[config.mk]
export PLATFORM = sky130hd
export DESIGN_NAME = ysyx_23060187_gpr_file
export DESIGN_NICKNAME = d
export VERILOG_FILES = /design/src/rtl/ysyx_23060187_pkg.sv /design/src/rtl/ysyx_23060187_gpr_rdport.sv /design/src/rtl/ysyx_23060187_gpr_file.sv
export SDC_FILE = /design/constraint.sdc
export NUM_CORES = 1
export LEC_CHECK = 0
export BUFFER_PORTS_ARGS = -buffer_cell sky130_fd_sc_hd__buf_4
export CAP_MARGIN = 30
export CORE_ASPECT_RATIO = 1.25
export CORE_MARGIN = 2
export CORE_UTILIZATION = 45
export CTS_CLUSTER_SIZE = 12
export DETAILED_ROUTE_END_ITERATION = 8
export SYNTH_ARGS = -nofsm -noshare
export SYNTH_HDL_FRONTEND = slang
export SYNTH_HIERARCHICAL = 1
export SYNTH_SLANG_ARGS = --single-unit
[constraint.sdc]
create_clock -name clk -period 3.16 [get_ports clk]
set_input_delay 0.474 -clock clk [delete_from_list [all_inputs] [get_ports clk]]
set_output_delay 0.474 -clock clk [all_outputs]
set_load 0.01 [all_outputs]
[src/rtl/ysyx_23060187_pkg.sv]
// Shared definitions for the ysyx_23060187 core: GPR file state encoding and
// default register-file geometry used by decode and writeback.
package ysyx_23060187_pkg;

  typedef enum logic {
    CLEAR = 1'b0,
    RUN   = 1'b1
  } gpr_state_e;

  localparam int GPR_ADDR_WIDTH = 5;
  localparam int GPR_DATA_WIDTH = 32;

endpackage

[src/rtl/ysyx_23060187_gpr_rdport.sv]
// One combinational read port of the GPR file: zero masking during clear and
// for entry 0, plus optional same-cycle forwarding of the write port.
module ysyx_23060187_gpr_rdport
  import ysyx_23060187_pkg::*;
#(
  parameter int ADDR_WIDTH = GPR_ADDR_WIDTH,
  parameter int DATA_WIDTH = GPR_DATA_WIDTH,
  parameter int BYPASS     = 1
) (
  input  gpr_state_e            state,
  input  logic [ADDR_WIDTH-1:0] raddr,
  input  logic [DATA_WIDTH-1:0] rf_data,
  input  logic                  wen,
  input  logic [ADDR_WIDTH-1:0] waddr,
  input  logic [DATA_WIDTH-1:0] wdata,
  output logic [DATA_WIDTH-1:0] rdata
);

  // raddr != 0 together with waddr == raddr already excludes a write to x0.
  always_comb begin
    rdata = '0;
    if (state == RUN && raddr != '0) begin
      if (BYPASS != 0 && wen && waddr == raddr) rdata = wdata;
      else                                     rdata = rf_data;
    end
  end

endmodule

[src/rtl/ysyx_23060187_gpr_file.sv]
// Multi-port GPR file: reset-less storage array zeroed by a post-reset clear
// sequencer, one synchronous write port and NR_READ combinational read ports.
module ysyx_23060187_gpr_file
  import ysyx_23060187_pkg::*;
#(
  parameter int ADDR_WIDTH = GPR_ADDR_WIDTH,
  parameter int DATA_WIDTH = GPR_DATA_WIDTH,
  parameter int NR_READ    = 2,
  parameter int BYPASS     = 1
) (
  input  logic                          clk,
  input  logic                          rst,
  input  logic                          wen,
  input  logic [ADDR_WIDTH-1:0]         waddr,
  input  logic [DATA_WIDTH-1:0]         wdata,
  input  logic [NR_READ*ADDR_WIDTH-1:0] raddr,
  output logic [NR_READ*DATA_WIDTH-1:0] rdata,
  output logic                          ready,
  output logic [DATA_WIDTH-1:0]         gpr10
);

  localparam int DEPTH = 2 ** ADDR_WIDTH;
  localparam logic [ADDR_WIDTH-1:0] A0_IDX = ADDR_WIDTH'(10);

  gpr_state_e            state_q, state_d;
  logic [ADDR_WIDTH-1:0] cnt_q, cnt_d;
  logic [DATA_WIDTH-1:0] rf_q [DEPTH];

  logic                  arr_we;
  logic [ADDR_WIDTH-1:0] arr_addr;
  logic [DATA_WIDTH-1:0] arr_data;

  // The clear sequencer and the write port share the single array write path.
  always_comb begin
    state_d  = state_q;
    cnt_d    = cnt_q;
    arr_we   = 1'b0;
    arr_addr = waddr;
    arr_data = wdata;
    if (!rst) begin
      case (state_q)
        CLEAR: begin
          arr_we   = 1'b1;
          arr_addr = cnt_q;
          arr_data = '0;
          cnt_d    = cnt_q + ADDR_WIDTH'(1);
          if (cnt_q == ADDR_WIDTH'(DEPTH - 1)) state_d = RUN;
        end
        RUN: arr_we = wen && (waddr != '0);
        default: state_d = CLEAR;
      endcase
    end
  end

  always_ff @(posedge clk) begin
    if (rst) begin
      state_q <= CLEAR;
      cnt_q   <= '0;
    end else begin
      state_q <= state_d;
      cnt_q   <= cnt_d;
    end
  end

  // No reset on the array so it can map onto plain memory.
  always_ff @(posedge clk) begin
    if (arr_we) rf_q[arr_addr] <= arr_data;
  end

  assign ready = (state_q == RUN);
  assign gpr10 = rf_q[A0_IDX];

  for (genvar i = 0; i < NR_READ; i++) begin : g_rd
    ysyx_23060187_gpr_rdport #(
      .ADDR_WIDTH(ADDR_WIDTH),
      .DATA_WIDTH(DATA_WIDTH),
      .BYPASS    (BYPASS)
    ) u_rdport (
      .state  (state_q),
      .raddr  (raddr[i*ADDR_WIDTH +: ADDR_WIDTH]),
      .rf_data(rf_q[raddr[i*ADDR_WIDTH +: ADDR_WIDTH]]),
      .wen    (wen),
      .waddr  (waddr),
      .wdata  (wdata),
      .rdata  (rdata[i*DATA_WIDTH +: DATA_WIDTH])
    );
  end

endmodule

Word level (Yosys, flattened, before mapping)
Memories as Yosys holds them, arrays and structs flattened.
Cells that the tools add are included.

storage, ports and cells
  input port bits = 50
  register bits = 6
  memories = 1
  output and inout bits = 97
  word-level logic and storage cells = 30
  bits in writable memories = 1024

memories
  name  words  width  read ports  clocked after Yosys merged registers in  wr ports  RTL line                      RTL
  rf_q  32     32     3           0                                        1         ysyx_23060187_gpr_file.sv:27  logic [DATA_WIDTH-1:0] rf_q [DEPTH];

operators by class
  muxes and demuxes = 14
  bitwise operators = 1
  equality and inequality tests = 3
  reductions and logical operators = 8
  add/subtract/negate cells = 1

operators by type and width
  operator                                                       number
  32-bit two-way mux                                             6
  5-bit nonzero test                                             3
  5-bit == test                                                  2
  5-bit two-way mux                                              2
  5-bit by 1-bit adder with 5-bit output, second input constant  1
  5-bit == test, second input constant                           1
  1-bit logical AND                                              5
  1-bit two-way mux                                              5
  1-bit one-hot mux with 2 select lines                          1
  1-bit inverter                                                 1

Logic depth before layout (Yosys ltp)
Gate-level depths: netlist of run 1.

  depth in word-level cells = 6
  gate-level depth with buffers = 10
  depth with buffers taken out = 7

By module
Netlist of run 1, hierarchy kept.

by module, submodules not included
  module                    seq. area each (um^2)  area an instance (um^2)  cells each  instances
  ysyx_23060187_gpr_file    30869.6                49098.3                  3399        1
  ysyx_23060187_gpr_rdport  0.0                    696.9                    123         2

Least setup slack after synthesis of run 1
No wires, ideal clock.

  path kind = in2reg
  from = in rst
  to = mem rf_q[17][0] (netlist name) (enable)
  data arrival time = 2.877 ns
  stages = 5
  library setup time = 0.421 ns
  buffers on the path = 1
  path slack = -0.138 ns
  cell sequence = buf_4 -> nor2_8 -> mux2_4 -> or3_4 -> nor2_1

on the way
  cells in the longest elaborated chain, start to end = 3

RTL lines
  item                                     RTL line                      RTL
  start: declaration                       ysyx_23060187_gpr_file.sv:12  input logic rst,
  1-bit two-way mux                        ysyx_23060187_gpr_file.sv:40  if (!rst) begin
  1-bit two-way mux                        ysyx_23060187_gpr_file.sv:67  if (arr_we) rf_q[arr_addr] <= arr_data;
  1-bit two-way mux (not written as such)  ysyx_23060187_gpr_file.sv:67
  end: declaration                         ysyx_23060187_gpr_file.sv:27

Parallel ways exist; a longest one is shown, timed or not.

Worst setup path in the final report of run 1
  from = reg state_q, in the netlist ready
  to = out rdata[10]

on the way
  cells in the longest elaborated chain, start to end = 2

RTL lines
  item                      RTL line                        RTL
  start: declaration        ysyx_23060187_gpr_file.sv:25    gpr_state_e state_q, state_d;
  start signal: assignment  ysyx_23060187_gpr_file.sv:60    state_q <= state_d;
  1-bit logical AND         ysyx_23060187_gpr_rdport.sv:22  if (state == RUN && raddr != '0) begin
  32-bit two-way mux        ysyx_23060187_gpr_rdport.sv:22
  end: declaration          ysyx_23060187_gpr_file.sv:17    output logic [NR_READ*DATA_WIDTH-1:0] rdata,

No other way between the ends.

==> results.md, run 1 <==
- Outcome: finished clean
- Flops & latches, synth: 1030
- Num CTS Buffers: 104
- Vias per inst: 6.49
- Die Y: 379 um
- Die Width: roughly 300 um
- WL final: between 150000 and 200000 um
- Hpwl dp: around 100000 um
- Tmin final: about 3000 ps
- Layout cells sized above 1: 0.160
- Clock latency at the later pin of the worst-skew pair: around 720 ps
- Cell Area, Synth: between 0.05 and 0.06 sq mm
- Nets: between 3k and 4k
- Crit-path max FO: 32
- Post-synthesis compound-gate area fraction: 0.0828
- Net Count, Synth: ~3.7k
- Clk_skew: ~38 ps
- Number of routed nets with antenna violations: 0
- Number of port buffers: 146
- GPL Wtd Cong: around 0.84
- Pre-CTS WS: 68.5 ps
- Synth Area in Simple Gates: 0.0643
- Initial antenna violation count: 4
- DRT Pass-1 Iters: 6
- Synth top area share: 0.609
- Adder-Cell Fraction of Synth Area: 0.000496
- Pins Over Slew Limit: 0
- Final setup vio count: 0
- Register area share after synthesis: 0.611
- Number of global-route vias before repair: between 30k and 40k
- Yosys warnings: 6
- Slowest cell delay on critical path: 660 ps
- RSZ-0062 raised after global routing: no
- Gate Count Post-Synth: 3645
- Worst-margin pin slew: 1060 ps
- Synth-to-layout area growth: 16.3%
- Met2 WL: 83000 um
- Critical path's top delay family: compound AO/OA/AOI/OAI gates
- Synth top cells by count: mux2i_1, edfxtp_1, a22oi_1
- Ports: ~150
- Wirelength per Cell: roughly 33 um
- Reg2reg start: ready
- CP max-delay cell: o21a_4
- GRT Total Usage: 0.304
- Cell Pwr Density: approximately 510 mW/mm^2
- Root Buffer: clkbuf_16
- Mean Syn Cell Area: 13.9 sq um
- Max IR drop VDD: between 0.3 and 0.4 mV
- Total clock sinks: slightly above 1k
- Main combinational cell family by area after synthesis: multiplexers
- Slew margin rel.: 0.288
- Pwr Total: roughly 0.030 W
- Post-synth top area cell: edfxtp_1
- Synth async-reset ratio: 0
- Min-Delay Path Class: primary input to flop
- Ys flop type: edfxtp_1
- Final hold violations: 0
- Post-layout util: 0.527
- Crit. Startpoint: ready
- Setup crit end: rdata[10]
- Top post-synthesis cells by area: edfxtp_1, mux2i_1, a22oi_1
- Row count: between 100 and 150
- Crit path cell chain: buf_6, o21a_4, nand4_1, o21ai_1, buf_4
- Max cap viols: 0
- Uppermost layer routed: met5
- First-pass GRT wire length: about 250000 um
- Largest net degree at the start of global routing: 63
- Setup crit start kind: flop
- Multiplexer share of the synthesized area: 0.205
- Data arrival, critical path: between 2000 and 3000 ps
- Starting Density: 0.453
- Worst reg2reg path endpoint: rf_q[15][28]
- Detailed Route Iter0 Violations: about 3.6k
- WP buf/inv: 2
- Post-Synth XOR/XNOR Area: 0.00225
- Final clock period utilization by the worst path: 0.978
- Critical Path RT: about 2700 ps
- Post-route DRC: 0
- Leakage: 21.8 nW
- FMAX: 324 MHz
- Stages on the worst setup path: 5
- Clock Tree Buf Depth: 3
- Total core area: ~0.11 sq mm
- Vias: about 35k
- Final WS setup: around 69 ps
- Die area: approximately 0.11 sq mm
- Fin Hold WS: 240 ps
- R2R cell count: 7
- Netlist cell types: 41
- Setup crit end kind: output pin
- EDFF count, synth: between 1k and 1.5k
- Count leader, synth: mux2i_1
- Reg2reg setup slack: between 400 and 500 ps
- CTS tree: done
- Critical path class: flop to output pin
- Congestion Overflow GR: 0
- # H-tree levels: 3
- DRT met1 WL: 72800 um
- Final setup TNS: 0 ps
- Clock slew at reported path FFs: 60 ps
- Met3 wire length: between 15000 and 20000 um
==> repair_timing <==
| action | 4_1_cts | 5_1_grt |
|---|---|---|
| endpoints found under the setup margin | 53 | 0 |
| endpoints found under the hold margin | 1 | 0 |
| hold buffers | 1 | 0 |
| gates resized for setup | 3 | 0 |
| buffers inserted | 4 | 0 |
==> metrics by stage <==
step / std cells / area, sq um
after detailed placement: 5228 / 55600
after global placement: 5208 / 55300
after global routing: 5402 / 58700
after floorplan: 3645 / 50500
final: 5403 / 58700
after CTS: 5402 / 58700
==> metal layers <==
layer / global-route usage / vias up
li1: - / 14900
met1: 0.398 / 18200
met2: 0.494 / 1642
met3: 0.0619 / 352
met4: 0.125 / 2
met5: 0 / -
==> layout by cell type (no fill, tap or decap), types with 4 or more instances in the layout <==
cell and n:
edfxtp_1 1024, nand4_1 96, nor2b_2 20, o21a_4 4, o21ai_1 64, clkbuf_16 106
nor2_1 11, nor3_1 33, a31oi_1 32, nand2_1 195, nand3_1 230, nor2b_1 13
a21oi_1 129, clkbuf_1 27, nor2b_4 5, a22o_1 64, dfxtp_1 6, mux2i_1 1029
buf_4 291, a22oi_1 320, and2_2 5, nor2_4 35, clkinv_2 10, clkinv_1 14
xor2_1 10, buf_8 19, buf_12 106
==> area by class of cell <==
class                      count  area (sq um)
antenna                        1          2.50
clock buffer                 136          2800
clock inverter                30           195
fill                        9379         52700
inverter                       1          3.75
multi-input combinational   2325         18300
sequential                  1030         30900
tap                         1459          1830
timing repair buffer         421          4680
==> logic make-up after synthesis <==
family / count (synthesis)
AO/OA/AOI/OAI: 615
multiplexers: 1032
adder cells (fa/ha/maj): 2
buffers and inverters: 293
flip-flops: 1030
XOR/XNOR: 13
AND/OR/NAND/NOR: 660
==> sequential cells by signal (all words and copies together), names as in the netlist <==
register / flops
cnt_q: 5
ready: 1
rf_q: 1024
==> how the worst min path moves through the flow <==
stage,from,to,depth (start not counted)
after global placement,cnt_q[4],cnt_q[4],2
after detailed placement,cnt_q[4],cnt_q[4],2
after global routing,wdata[5],rf_q[10][5],2
after floorplan,cnt_q[4],cnt_q[4],2
after CTS,wdata[5],rf_q[27][5],2
final,wdata[5],rf_q[10][5],2
==> worst register-to-register path, stage by stage, from the launching register on <==
cell and delay [ps]:
dfxtp_1 470, buf_6 300, nand3_1 150, a21oi_1 170, nand2_1 350, buf_4 310, nor2_4 110, buf_4 420
==> power breakdown <==
part	total [W]	switching, W	internal [W]	leakage [nW]
clock	0.0114	0.00515	0.00622	1.46
combinational	0.00309	0.00197	0.00112	11.0
sequential	0.0153	0.0000650	0.0152	9.42
total	0.0297	0.00719	0.0225	21.8
Note: power is estimated with default switching activity, not from simulation.
==> run 2: changes to the inputs <==
--- a/config.mk
+++ b/config.mk
@@ -9,9 +9,11 @@
 export CAP_MARGIN = 30
 export CORE_ASPECT_RATIO = 1.25
 export CORE_MARGIN = 2
-export CORE_UTILIZATION = 45
+export CORE_UTILIZATION = 30
+export CTS_CLUSTER_DIAMETER = 50
 export CTS_CLUSTER_SIZE = 12
 export DETAILED_ROUTE_END_ITERATION = 8
+export GPL_TIMING_DRIVEN = 0
 export SYNTH_ARGS = -nofsm -noshare
 export SYNTH_HDL_FRONTEND = slang
 export SYNTH_HIERARCHICAL = 1
==> results.md, run 2 (synthesized netlist as in run 1, its figures left out) <==
- Outcome: complete, but fails checks
- Failing checks: setup timing
- First-pass GRT wire length: roughly 260000 um
- Final setup TNS: -299 ps
- Synth-to-layout area growth: 19.0%
- Largest net degree at the start of global routing: 27
- Most common cell after layout, fill and taps aside: mux2i_1
- Row count: between 150 and 200
- Root Buffer: clkbuf_16
- Clock slew at reported path FFs: about 70 ps
- # H-tree levels: 3
- Pwr Total: ~0.030 W
- Number of port buffers: ~150
- Post-route DRC: 0
- GRT Total Usage: 0.215
- Final WS setup: -55.0 ps
- Cell Pwr Density: ~500 mW/mm^2
- Num CTS Buffers: 99
- Worst-margin pin slew: roughly 990 ps
- Layout cells sized above 1: 0.189
- Die Width: between 300 and 400 um
- WL final: 191000 um
- Final setup vio count: 15
- Total core area: ~0.17 sq mm
- Number of routed nets with antenna violations: 0
- Die area: 0.172 sq mm
- Tmin final: about 3200 ps
- Slew margin rel.: 0.342
- Hpwl dp: 142000 um
- Leakage: 22.1 nW
- Fin Hold WS: about 220 ps
- Clock latency at the later pin of the worst-skew pair: 740 ps
- Congestion Overflow GR: 0
- Vias: approximately 35k
- Largest Register: rf_q
- Max IR drop VDD: 0.419 mV
- Critical Path RT: around 2700 ps
- Min-Delay Path Class: primary input to flop
- Nets: around 4.0k
- Setup crit end kind: output pin
- Clock Tree Buf Depth: 3
- Setup crit start kind: primary input
- Final clock period utilization by the worst path: 1.02
- Max cap viols: 0
- Final hold violations: 0
- Clk_skew: between 30 and 40 ps
- Initial antenna violation count: 23
- Starting Density: 0.301
- Pins Over Slew Limit: 0
- Crit-path max FO: 10
- Vias per inst: 5.69
- Max reg flops: about 1.0k
- Most frequent cells in the layout: mux2i_1, edfxtp_1, a22oi_1
- Total clock sinks: slightly above 1k
- DRT Pass-1 Iters: 6
- Number of global-route vias before repair: ~35k
- Detailed Route Iter0 Violations: between 4k and 5k
- Data arrival, critical path: ~2700 ps
- Wirelength per Cell: 30.6 um
- Die Y: roughly 460 um
- RSZ-0062 raised after global routing: yes
- Critical path class: primary input to output pin
- FMAX: 311 MHz
- CTS tree: done
- Ports: approximately 150
- GPL Wtd Cong: roughly 0.93
## run 2: cell count changes in the layout (fill, tap and decap cells not counted), sizes merged
cell | previous run | this run
diode | 1 | 11
inv | 3 | 7
clkinvlp | 2 | 1
buf | 420 | 423
o21a | 5 | 2
clkinv | 25 | 6
clkbuf | 136 | 223
## run 2: area by class of cell
class | count | area (sq um)
inverters | 1 | 3.75
clock inverters | 14 | 145
fillers | 16000 | 107000
plain buffers | 288 | 2090
diodes | 11 | 27.5
clock buffers | 121 | 2620
repair buffers | 238 | 2890
well taps | 2210 | 2770
multi-input cells | 2322 | 18700
flip-flops and latches | 1030 | 30900
## run 2: critical path, stage by stage
cell	delay [ps]
buf_4	160
and2_1	170
buf_2	320
clkbuf_2	320
a21oi_1	200
nand3_1	230
nand4_1	160
nand2_1	140
o21ai_4	360
buf_4	190
## run 2: routing by layer
layer / up-vias / part of all wire / track usage
li1: 15100 / - / -
met1: 17900 / 0.37 / 0.259
met2: 1955 / 0.48 / 0.362
met3: 564 / 0.090 / 0.0458
met4: 18 / 0.054 / 0.108
met5: - / 0.00057 / 0
## run 2: path summary, 6_finish.rpt
| path | cells after the start | endpoint | slack, ps | start |
|---|---|---|---|---|
| max | 10 | rdata[44] | -60 | raddr[5] |
| min reg2reg | 2 | cnt_q[4] | 550 | cnt_q[4] |
| max reg2reg | 8 | rf_q[28][26] | 100 | ready |
| min | 2 | rf_q[15][17] | 220 | wdata[17] |
## run 2: metrics by stage
| stage | utilization | setup slack (ps) | area, sq um | instances |
|---|---|---|---|---|
| 3_5_place_dp | 0.335 | -906 | 56200 | 6074 |
| 2_1_floorplan | - | -138 | 50500 | 3645 |
| 6_report | 0.359 | -55.0 | 60100 | 6235 |
| 4_1_cts | 0.355 | 3.54 | 59500 | 6211 |
| 5_1_grt | 0.359 | -31.8 | 60100 | 6227 |
| 3_3_place_gp | 0.325 | -2490 | 54400 | 6000 |
## run 2: repair_timing
| item | 4_1_cts | 5_1_grt |
|---|---|---|
| resized for setup | 172 | 123 |
| endpoints found under the setup margin | 102 | 233 |
| setup buffers | 4 | 13 |
| endpoints found under the hold margin | 1 | 0 |
| pin swaps | 5 | 16 |
| hold buffers | 1 | 0 |
## run 2: power by group
| part | internal (W) | leakage [nW] | switching [W] |
|---|---|---|---|
| clock network | 0.00588 | 1.35 | 0.00522 |
| registers | 0.0152 | 9.42 | 0.0000644 |
| logic | 0.00112 | 11.3 | 0.00218 |
| total | 0.0222 | 22.1 | 0.00747 |
